--- config.mk ---
export PLATFORM = sky130hd
export DESIGN_NAME = rptr_sync_wstatus
export DESIGN_NICKNAME = d
export VERILOG_FILES = /design/src/rtl/fifo_sync_pkg.sv /design/src/rtl/sync_chain.sv /design/src/rtl/rptr_sync_wstatus.sv
export SDC_FILE = /design/constraint.sdc
export NUM_CORES = 1
export LEC_CHECK = 0
export CELL_PAD_IN_SITES_DETAIL_PLACEMENT = 0
export CELL_PAD_IN_SITES_GLOBAL_PLACEMENT = 1
export CORE_ASPECT_RATIO = 1.4
export CORE_MARGIN = 8
export CORE_UTILIZATION = 37
export DETAILED_ROUTE_END_ITERATION = 10
export GPL_ROUTABILITY_DRIVEN = 0
export PLACE_DENSITY = 0.82
export SETUP_SLACK_MARGIN = 0.15
export SLEW_MARGIN = 20
export SYNTH_ARGS = -nofsm -noshare
export SYNTH_HDL_FRONTEND = slang
export SYNTH_SLANG_ARGS = --single-unit
--- constraint.sdc ---
create_clock -name write_clk -period 4.5 [get_ports write_clk]
set_input_delay 0.9 -clock write_clk [delete_from_list [all_inputs] [get_ports write_clk]]
set_output_delay 0.9 -clock write_clk [all_outputs]
set_load 0.02 [all_outputs]
--- src/rtl/fifo_sync_pkg.sv ---
// Shared helpers for the async FIFO pointer synchronisers: Gray/binary conversion,
// popcount and a width-parameterised pointer type macro.
`ifndef FIFO_SYNC_PKG_SV
`define FIFO_SYNC_PKG_SV

// Pointer type is ADDR_SIZE+1 bits (wrap bit on top); packages cannot take parameters.
`define FIFO_PTR_T(asz) logic [(asz):0]

package fifo_sync_pkg;

  localparam int FN_W = 32;

  function automatic logic [FN_W-1:0] bin2gray(input logic [FN_W-1:0] b);
    return b ^ (b >> 1);
  endfunction

  // Zero-extended inputs convert correctly: the leading zeros do not alter the xor prefix.
  function automatic logic [FN_W-1:0] gray2bin(input logic [FN_W-1:0] g);
    logic [FN_W-1:0] b;
    b[FN_W-1] = g[FN_W-1];
    for (int i = FN_W - 2; i >= 0; i--) b[i] = b[i+1] ^ g[i];
    return b;
  endfunction

  function automatic int unsigned popcount(input logic [FN_W-1:0] v);
    int unsigned n;
    n = 0;
    for (int i = 0; i < FN_W; i++) n += {31'b0, v[i]};
    return n;
  endfunction

endpackage

`endif

--- src/rtl/sync_chain.sv ---
// Generic multi-bit flop chain for clock-domain crossing of Gray pointers.
// Pure flops between stages; no logic is inserted anywhere in the chain.
module sync_chain #(
  parameter int WIDTH  = 5,
  parameter int STAGES = 2
) (
  input  logic             clk_sys,
  input  logic             rst_b,
  input  logic [WIDTH-1:0] d,
  output logic [WIDTH-1:0] q
);

  logic [WIDTH-1:0] stage [STAGES];

  always_ff @(posedge clk_sys or negedge rst_b) begin
    if (!rst_b) begin
      for (int i = 0; i < STAGES; i++) stage[i] <= '0;
    end else begin
      stage[0] <= d;
      for (int i = 1; i < STAGES; i++) stage[i] <= stage[i-1];
    end
  end

  assign q = stage[STAGES-1];

endmodule

--- src/rtl/rptr_sync_wstatus.sv ---
// Write-side read-pointer synchroniser: brings the Gray read pointer into write_clk,
// converts it to binary and derives fill level, full/almost_full and sticky error flags.
module rptr_sync_wstatus
  import fifo_sync_pkg::*;
#(
  parameter int ADDR_SIZE    = 4,
  parameter int SYNC_STAGES  = 2,
  parameter int AFULL_THRESH = 12
) (
  input  logic               write_clk,
  input  logic               wreset_n,
  input  logic [ADDR_SIZE:0] read_pointer_gray,
  input  logic [ADDR_SIZE:0] write_pointer_bin,
  input  logic               err_clear,
  output logic [ADDR_SIZE:0] read_pointer_s,
  output logic [ADDR_SIZE:0] read_pointer_bin_s,
  output logic               rptr_advance,
  output logic [ADDR_SIZE:0] fill_level,
  output logic               full,
  output logic               almost_full,
  output logic               gray_error,
  output logic               ptr_error
);

  localparam int PTR_W = ADDR_SIZE + 1;
  localparam int DEPTH = 2 ** ADDR_SIZE;

  typedef `FIFO_PTR_T(ADDR_SIZE) ptr_t;

  if (SYNC_STAGES < 2 || SYNC_STAGES > 4) begin : g_bad_stages
    $error("rptr_sync_wstatus: SYNC_STAGES must be in 2..4");
  end
  if (AFULL_THRESH < 1 || AFULL_THRESH > DEPTH) begin : g_bad_thresh
    $error("rptr_sync_wstatus: AFULL_THRESH must be in 1..2**ADDR_SIZE");
  end

  ptr_t        prev;
  ptr_t        bin_next;
  logic [31:0] bin_wide;
  logic        gray_set;
  logic        ptr_set;
  logic        unused_bin_hi;

  sync_chain #(
    .WIDTH  (PTR_W),
    .STAGES (SYNC_STAGES)
  ) u_sync (
    .clk_sys (write_clk),
    .rst_b   (wreset_n),
    .d       (read_pointer_gray),
    .q       (read_pointer_s)
  );

  assign bin_wide      = gray2bin(32'(read_pointer_s));
  assign bin_next      = bin_wide[PTR_W-1:0];
  assign unused_bin_hi = ^bin_wide[31:PTR_W];

  // A legal Gray stream moves at most one bit per sampled cycle.
  assign gray_set = popcount(32'(read_pointer_s ^ prev)) > 1;

  // Status uses only the registered binary pointer, never the raw crossing input.
  assign fill_level  = write_pointer_bin - read_pointer_bin_s;
  assign full        = (fill_level == PTR_W'(DEPTH));
  assign almost_full = (fill_level >= PTR_W'(AFULL_THRESH));
  assign ptr_set     = (fill_level > PTR_W'(DEPTH));

  always_ff @(posedge write_clk or negedge wreset_n) begin
    if (!wreset_n) begin
      prev               <= '0;
      read_pointer_bin_s <= '0;
      rptr_advance       <= 1'b0;
      gray_error         <= 1'b0;
      ptr_error          <= 1'b0;
    end else begin
      prev               <= read_pointer_s;
      read_pointer_bin_s <= bin_next;
      rptr_advance       <= (read_pointer_s != prev);
      // A new violation wins over a clear arriving in the same cycle.
      gray_error         <= gray_set | (gray_error & ~err_clear);
      ptr_error          <= ptr_set  | (ptr_error  & ~err_clear);
    end
  end

endmodule
==> impl_metrics.ini, run 1 <==
[worst_setup_path]
cp_slowest_stage_delay_ns = 0.53
worstSetupEndpointType = output pin
crit_end = almost_full
cp_slowest_cell = clkdlybuf4s50_1
r2r_start = read_pointer_bin_s[0]$_DFF_PN0_
path_max_fanout = 4
crit_family = buffers and inverters
startpoint = write_pointer_bin[0]
required_ns = 3.60
cp_cell_sequence = clkdlybuf4s50_1 -> inv_1 -> ha_1 -> inv_1 -> fa_1 -> a21o_1 -> a21oi_1 -> xnor2_1 -> a21bo_2 -> clkdlybuf4s50_1
rrSetupSlack_ns = 2.24
worstPathArrival_ns = 3.33
reg2reg_to = ptr_error$_DFF_PN0_
cp_num_buf_inv = 4
cp_num_cells = 10
r2r_cells = 7
start_kind = input port
worst-setup-path-type = input port to output pin

[synth]
ys_ff_latch = 22
synthArstFlopShare_pct = 100
post-synth-top-count-cell = dfrtp_1
yosysSeqAreaShare_pct = 54.8
postSynthAreaPerCell_um2 = 12.6
synth_largest_area_cell = dfrtp_1
syn_inst = 80
syn_area_um2 = 1000
synth_top_flop_cell = dfrtp_1
synth_nets = 101
synth-edff-count = 0
yosys-top-cells-area = dfrtp_1 (55%), ha_1 (7.5%), inv_1 (5.2%)
ys_types = 22
synth_top_area_share_pct = 54.8
ys_top_cells_by_count = dfrtp_1 (22), inv_1 (14)
synthesis.yosys.warnings = 0

[detailed_routing]
vias = 647
vias_per_cell = 4.40
routed_wl_um = 1720
drt_first_pass_iters = 3
drc = 0
ant_nets = 0
wl_per_cell_um = 11.7
drt_iter0_markers = 4

[global_route]
grt_max_degree = 23
grt_pass1_wl_um = 2910
grt_overflow_total = 0
antenna_found_initial = 0
first_global_vias = 702
grt.total_usage_pct = 8.08

[sta]
post-route-period-util_pct = 94.0
relSlewSlack_pct = 39.2
worst_slew_pin_slew_ns = 0.909
setup_slack_ns = 0.268
setup_viol = 0
rsz0062_at_grt = no
clock_skew_ns = 0.0162
fin_tns_setup_ns = 0
whs_ns = 0.358
fmax_mhz = 236
fin_crit_ns = 4.23
drv_slew = 0
hold_violations = 0

[placed_design]
dp_slack_ns = -0.129
port_buffers = 32
dp_hpwl_um = 1480
placed_cell_area_um2 = 1330
place_inst = 143

[cts]
numCtsBuffers = 3
cts_buffer_depth = 2
clk_pin_slew_ns = 0.10
hold_buffers = 0
post_cts.repair.setup_buffers = 0
cts_sinks = 22
worstSkewPairLatency_ns = 0.31
cts_max_level = 1
cts_tree = done
cts_root_buffer = clkbuf_4
cts_resized = 2

[die]
die_w_um = 60.0
die_area_um2 = 4660
design.core.area_um2 = 2620
start_util_pct = 38.4
row_count = 22
die_h_um = 77.7
pin_count = 33

[hold_path]
hp-class = flop to flop

[power_and_ir_drop]
power_uw = 610
powerDensity_nw_per_um2 = 442
p_leak_nw = 0.648
ir_drop_uv = 302

[final_layout]
n_antenna_cell = 0
instances_no_fill = 147
drive_gt1_share_pct = 9.01
fin_area_um2 = 1380
final_nets = 133
fin_util_pct = 52.8
area_delta_synth_final_pct = 37.4

[job]
drv_cap = 0

[outcome]
status = complete, no violations
[sequential cells by signal, indices dropped and copies added, names as in the netlist]
register and cells:
u_sync.stage 5, u_sync.q 5, ptr_error 1, prev 5, gray_error 1, rptr_advance 1, read_pointer_bin_s 4
[layout make-up]
class	instances	area [um^2]
fill	237	1230
sequential	22	551
multi-input combinational	38	357
timing repair buffer	33	323
inverter	14	52.6
tap	36	45.0
clock inverter	1	30.0
clock buffer	3	22.5
[logic make-up after synthesis]
| logic type | synth area share [%] |
|---|---|
| xor+xnor | 12.1 |
| simple gates | 5.73 |
| flops | 54.8 |
| fa+ha+maj | 11.5 |
| compound gates | 6.23 |
| buf+inv | 9.71 |
[where the power goes]
part / internal (mW) / leakage [nW] / switching [mW] / total (mW)
sequential: 0.216 / 0.251 / 0.0110 / 0.227
combinational: 0.118 / 0.369 / 0.117 / 0.236
clock: 0.0902 / 0.0279 / 0.0573 / 0.147
[worst min-delay path by stage]
stage          slack, ns               endpoint                 startpoint  cells past startpoint
2_1_floorplan       0.33  u_sync.q[0]$_DFF_PN0_  u_sync.stage[5]$_DFF_PN0_                      0
3_3_place_gp        0.33  u_sync.q[0]$_DFF_PN0_  u_sync.stage[5]$_DFF_PN0_                      0
3_5_place_dp        0.34  u_sync.q[3]$_DFF_PN0_  u_sync.stage[8]$_DFF_PN0_                      0
4_1_cts             0.36  u_sync.q[4]$_DFF_PN0_  u_sync.stage[9]$_DFF_PN0_                      0
5_1_grt             0.37  u_sync.q[4]$_DFF_PN0_  u_sync.stage[9]$_DFF_PN0_                      0
6_report            0.36  u_sync.q[4]$_DFF_PN0_  u_sync.stage[9]$_DFF_PN0_                      0
[per-layer routing]
metal / vias to the layer above / part of all wire, % / GRT usage [%]
met2: 29 / 49 / 13.3
met4: 0 / 2.1 / 5.76
met3: 4 / 9.1 / 2.64
li1: 307 / - / -
met5: - / 0 / 0
met1: 307 / 40 / 8.17
[worst register-to-register path, delay by kind of cell (launching register included)]
kind            cells  cell delay (ns)
simple gates        3             0.95
fa+ha+maj           2             0.63
buf+inv             1             0.07
flops               1             0.40
compound gates      1             0.06
[cell usage in the layout, fill, tap and decap left out, types with 2 or more instances in the layout]
cell type,Yosys,layout
ha_1,6,6
inv_1,14,14
clkbuf_4,0,3
dfrtp_1,22,22
clkdlybuf4s50_1,0,31
a21o_1,2,2
fa_1,2,2
nor2_1,3,3
xnor2_1,6,6
xor2_1,6,6
Note: power is estimated with default switching activity, not from simulation.
==> run 2, diff against run 1 <==
- ABC_AREA: not set -> 1
- MAX_ROUTING_LAYER: not set -> met4
- PLACE_DENSITY: 0.82 -> 0.83
==> run 2 against run 1 <==
- non-clock buffer count shrank 1
- global-route usage up 1.0 points
- setup slack improved by 0.21 ns
- total power decreased by 14%
- sequential power fell by 3%
- wire length grew 11%
- core utilization fell by 1.3 points
- clock skew is 0.012 ns lower
==> impl_metrics.ini, run 2 <==
[cts]
cts_buffer_depth = 2
hold_buffers = 0
cts_max_level = 1
cts_resized = 0
cts_sinks = 22
cts_root_buffer = clkbuf_8
cts_tree = done
clk_pin_slew_ns = 0.07
numCtsBuffers = 3
worstSkewPairLatency_ns = 0.26
post_cts.repair.setup_buffers = 0

[power_and_ir_drop]
ir_drop_uv = 197
p_clk_share_pct = 26.1
switchingPower_uw = 157
p_sw_share_pct = 29.9
p_leak_nw = 0.699
seqPwrFrac_pct = 42.0
p_int_uw = 369
combinationalPowerShare_pct = 31.9
powerDensity_nw_per_um2 = 366

[final_layout]
final_nets = 155
seqCellArea_um2 = 551
fin_area_um2 = 1440
instances_no_fill = 170
num-fill-cells = 281
final_common_cell = clkdlybuf4s50_1
area_delta_synth_final_pct = 35.5
fin_util_pct = 51.5
multi_input_area_um2 = 398
drive_gt1_share_pct = 8.27
n_antenna_cell = 0
final_cell_mix = clkdlybuf4s50_1 (32), dfrtp_1 (22), inv_1 (18)

[worst_setup_path]
worstPathArrival_ns = 3.12
worst-setup-path-type = input port to output pin
required_ns = 3.60
worstSetupEndpointType = output pin
start_kind = input port
path_max_fanout = 3

[synth]
synth_nets = 124
synthArstFlopShare_pct = 100
synthSimpleGateAreaFrac_pct = 19.2
muxShareOfSynthArea_pct = 0
ys_top_cells_by_count = dfrtp_1 (22), inv_1 (18), nand2_1 (17)
ys_ff_latch = 22
yosys-top-cells-area = dfrtp_1 (52%), ha_1 (7.1%), inv_1 (6.4%)
syn_inst = 103
synth_xor_area_share_pct = 5.78
synth_compound_area_share_pct = 1.65
synth_top_flop_cell = dfrtp_1
synth_top_family_by_area = simple AND/OR/NAND/NOR gates
post-synth-top-count-cell = dfrtp_1
postSynthAreaPerCell_um2 = 10.3
synth-edff-count = 0
synthAdderAreaFrac_pct = 10.8
ys_types = 19
yosysSeqAreaShare_pct = 51.9
synthesis.yosys.warnings = 0
synth_largest_area_cell = dfrtp_1
synth_top_area_share_pct = 51.9
syn_area_um2 = 1060

[sta]
fmax_mhz = 249
setup_viol = 0
worst_slew_pin_slew_ns = 0.927
fin_crit_ns = 4.02
setup_slack_ns = 0.481
clock_skew_ns = 0.00447
fin_tns_setup_ns = 0
post-route-period-util_pct = 89.3
hold_violations = 0
rsz0062_at_grt = no
drv_slew = 0
relSlewSlack_pct = 38.0

[die]
die_w_um = 61.3
row_count = 23
die_h_um = 79.4
design.core.area_um2 = 2790
pin_count = 33
start_util_pct = 38.0
die_area_um2 = 4860

[placed_design]
place_inst = 166
dp_hpwl_um = 1670
port_buffers = 32
placed_cell_area_um2 = 1380
dp_slack_ns = 0.468

[detailed_routing]
ant_nets = 0
drc = 0
drt_iter0_markers = 5
wl_per_cell_um = 11.3
routed_wl_um = 1920
drt_first_pass_iters = 4
vias = 751
vias_per_cell = 4.42

[global_route]
grt.total_usage_pct = 9.08
grt_pass1_wl_um = 3310
antenna_found_initial = 0
first_global_vias = 832
grt_max_degree = 23
grt_overflow_total = 0

[hold_path]
hp-class = flop to flop

[job]
drv_cap = 0

[outcome]
status = complete, no violations
## run 2: changes by cell type after synthesis, sizes merged, moves of 2 or more
cell	before	now
nand2	1	22
inv	14	18
a21o	2	0
xnor2	7	2
nand3	1	11
## run 2: kinds of logic (layout without fill, tap and decap cells)
kind of cell | Yosys count | count (layout)
and+or+nand+nor | 39 | 39
buffers and inverters | 24 | 54
DFF | 22 | 22
adders and majority gates | 8 | 8
xor gates and xnor gates | 7 | 7
AOI/OAI and AO/OA | 3 | 3
## run 2: area by class of cell
cell class / count / share of cell area (%)
inverter: 18 / 4.70
multi-input combinational: 57 / 27.7
timing repair buffer: 32 / 22.3
sequential: 22 / 38.3
tap: 37 / 3.22
clock buffer: 4 / 3.83
## run 2: critical path: stages
cell             delay (ns)
clkdlybuf4s50_1        0.40
inv_1                  0.06
ha_1                   0.13
inv_1                  0.06
fa_1                   0.40
nand3_1                0.10
nor2b_1                0.13
nand2_1                0.09
nand2_2                0.08
nand3_1                0.07
nor2_1                 0.08
clkdlybuf4s50_1        0.62
## run 2: per-stage QoR
stage | hold slack [ns] | total power, mW
detailed placement | 0.339 | 0.398
global placement | 0.334 | 0.392
CTS | 0.357 | 0.537
finish | 0.353 | 0.527
floorplan | 0.331 | 0.322
global route | 0.362 | 0.560
## run 2: final timing paths
| check | from | to | slack (ns) | depth (start not counted) |
|---|---|---|---|---|
| setup reg to reg | u_sync.q[1]$_DFF_PN0_ | gray_error$_DFF_PN0_ | 2.54 | 6 |
| hold reg to reg | u_sync.stage[7]$_DFF_PN0_ | u_sync.q[2]$_DFF_PN0_ | 0.35 | 0 |
| hold / removal | u_sync.stage[7]$_DFF_PN0_ | u_sync.q[2]$_DFF_PN0_ | 0.35 | 0 |
| max in group asynchronous | wreset_n | u_sync.q[1]$_DFF_PN0_ | 2.78 | 1 |
| setup / recovery | write_pointer_bin[0] | full | 0.48 | 12 |
| min in group asynchronous | wreset_n | u_sync.stage[5]$_DFF_PN0_ | 1.16 | 1 |
## run 2: metal layers
layer	vias to the layer above	share of wire, %	global-route usage [%]	routed length [um]
met3	4	6.5	2.26	125
met2	26	53	16.3	1020
met4	0	1.9	4.22	37
met1	352	38	8.55	738
met5	-	0	-	0
li1	369	-	-	-
## run 2: power by group through the flow
| stage | Combinational (mW) | Sequential [mW] | Clock [mW] |
|---|---|---|---|
| finish | 0.168 | 0.221 | 0.137 |
| global placement | 0.167 | 0.225 | 0 |
| floorplan | 0.0876 | 0.235 | 0 |
| global route | 0.186 | 0.224 | 0.150 |
| CTS | 0.173 | 0.222 | 0.143 |
| detailed placement | 0.172 | 0.226 | 0 |
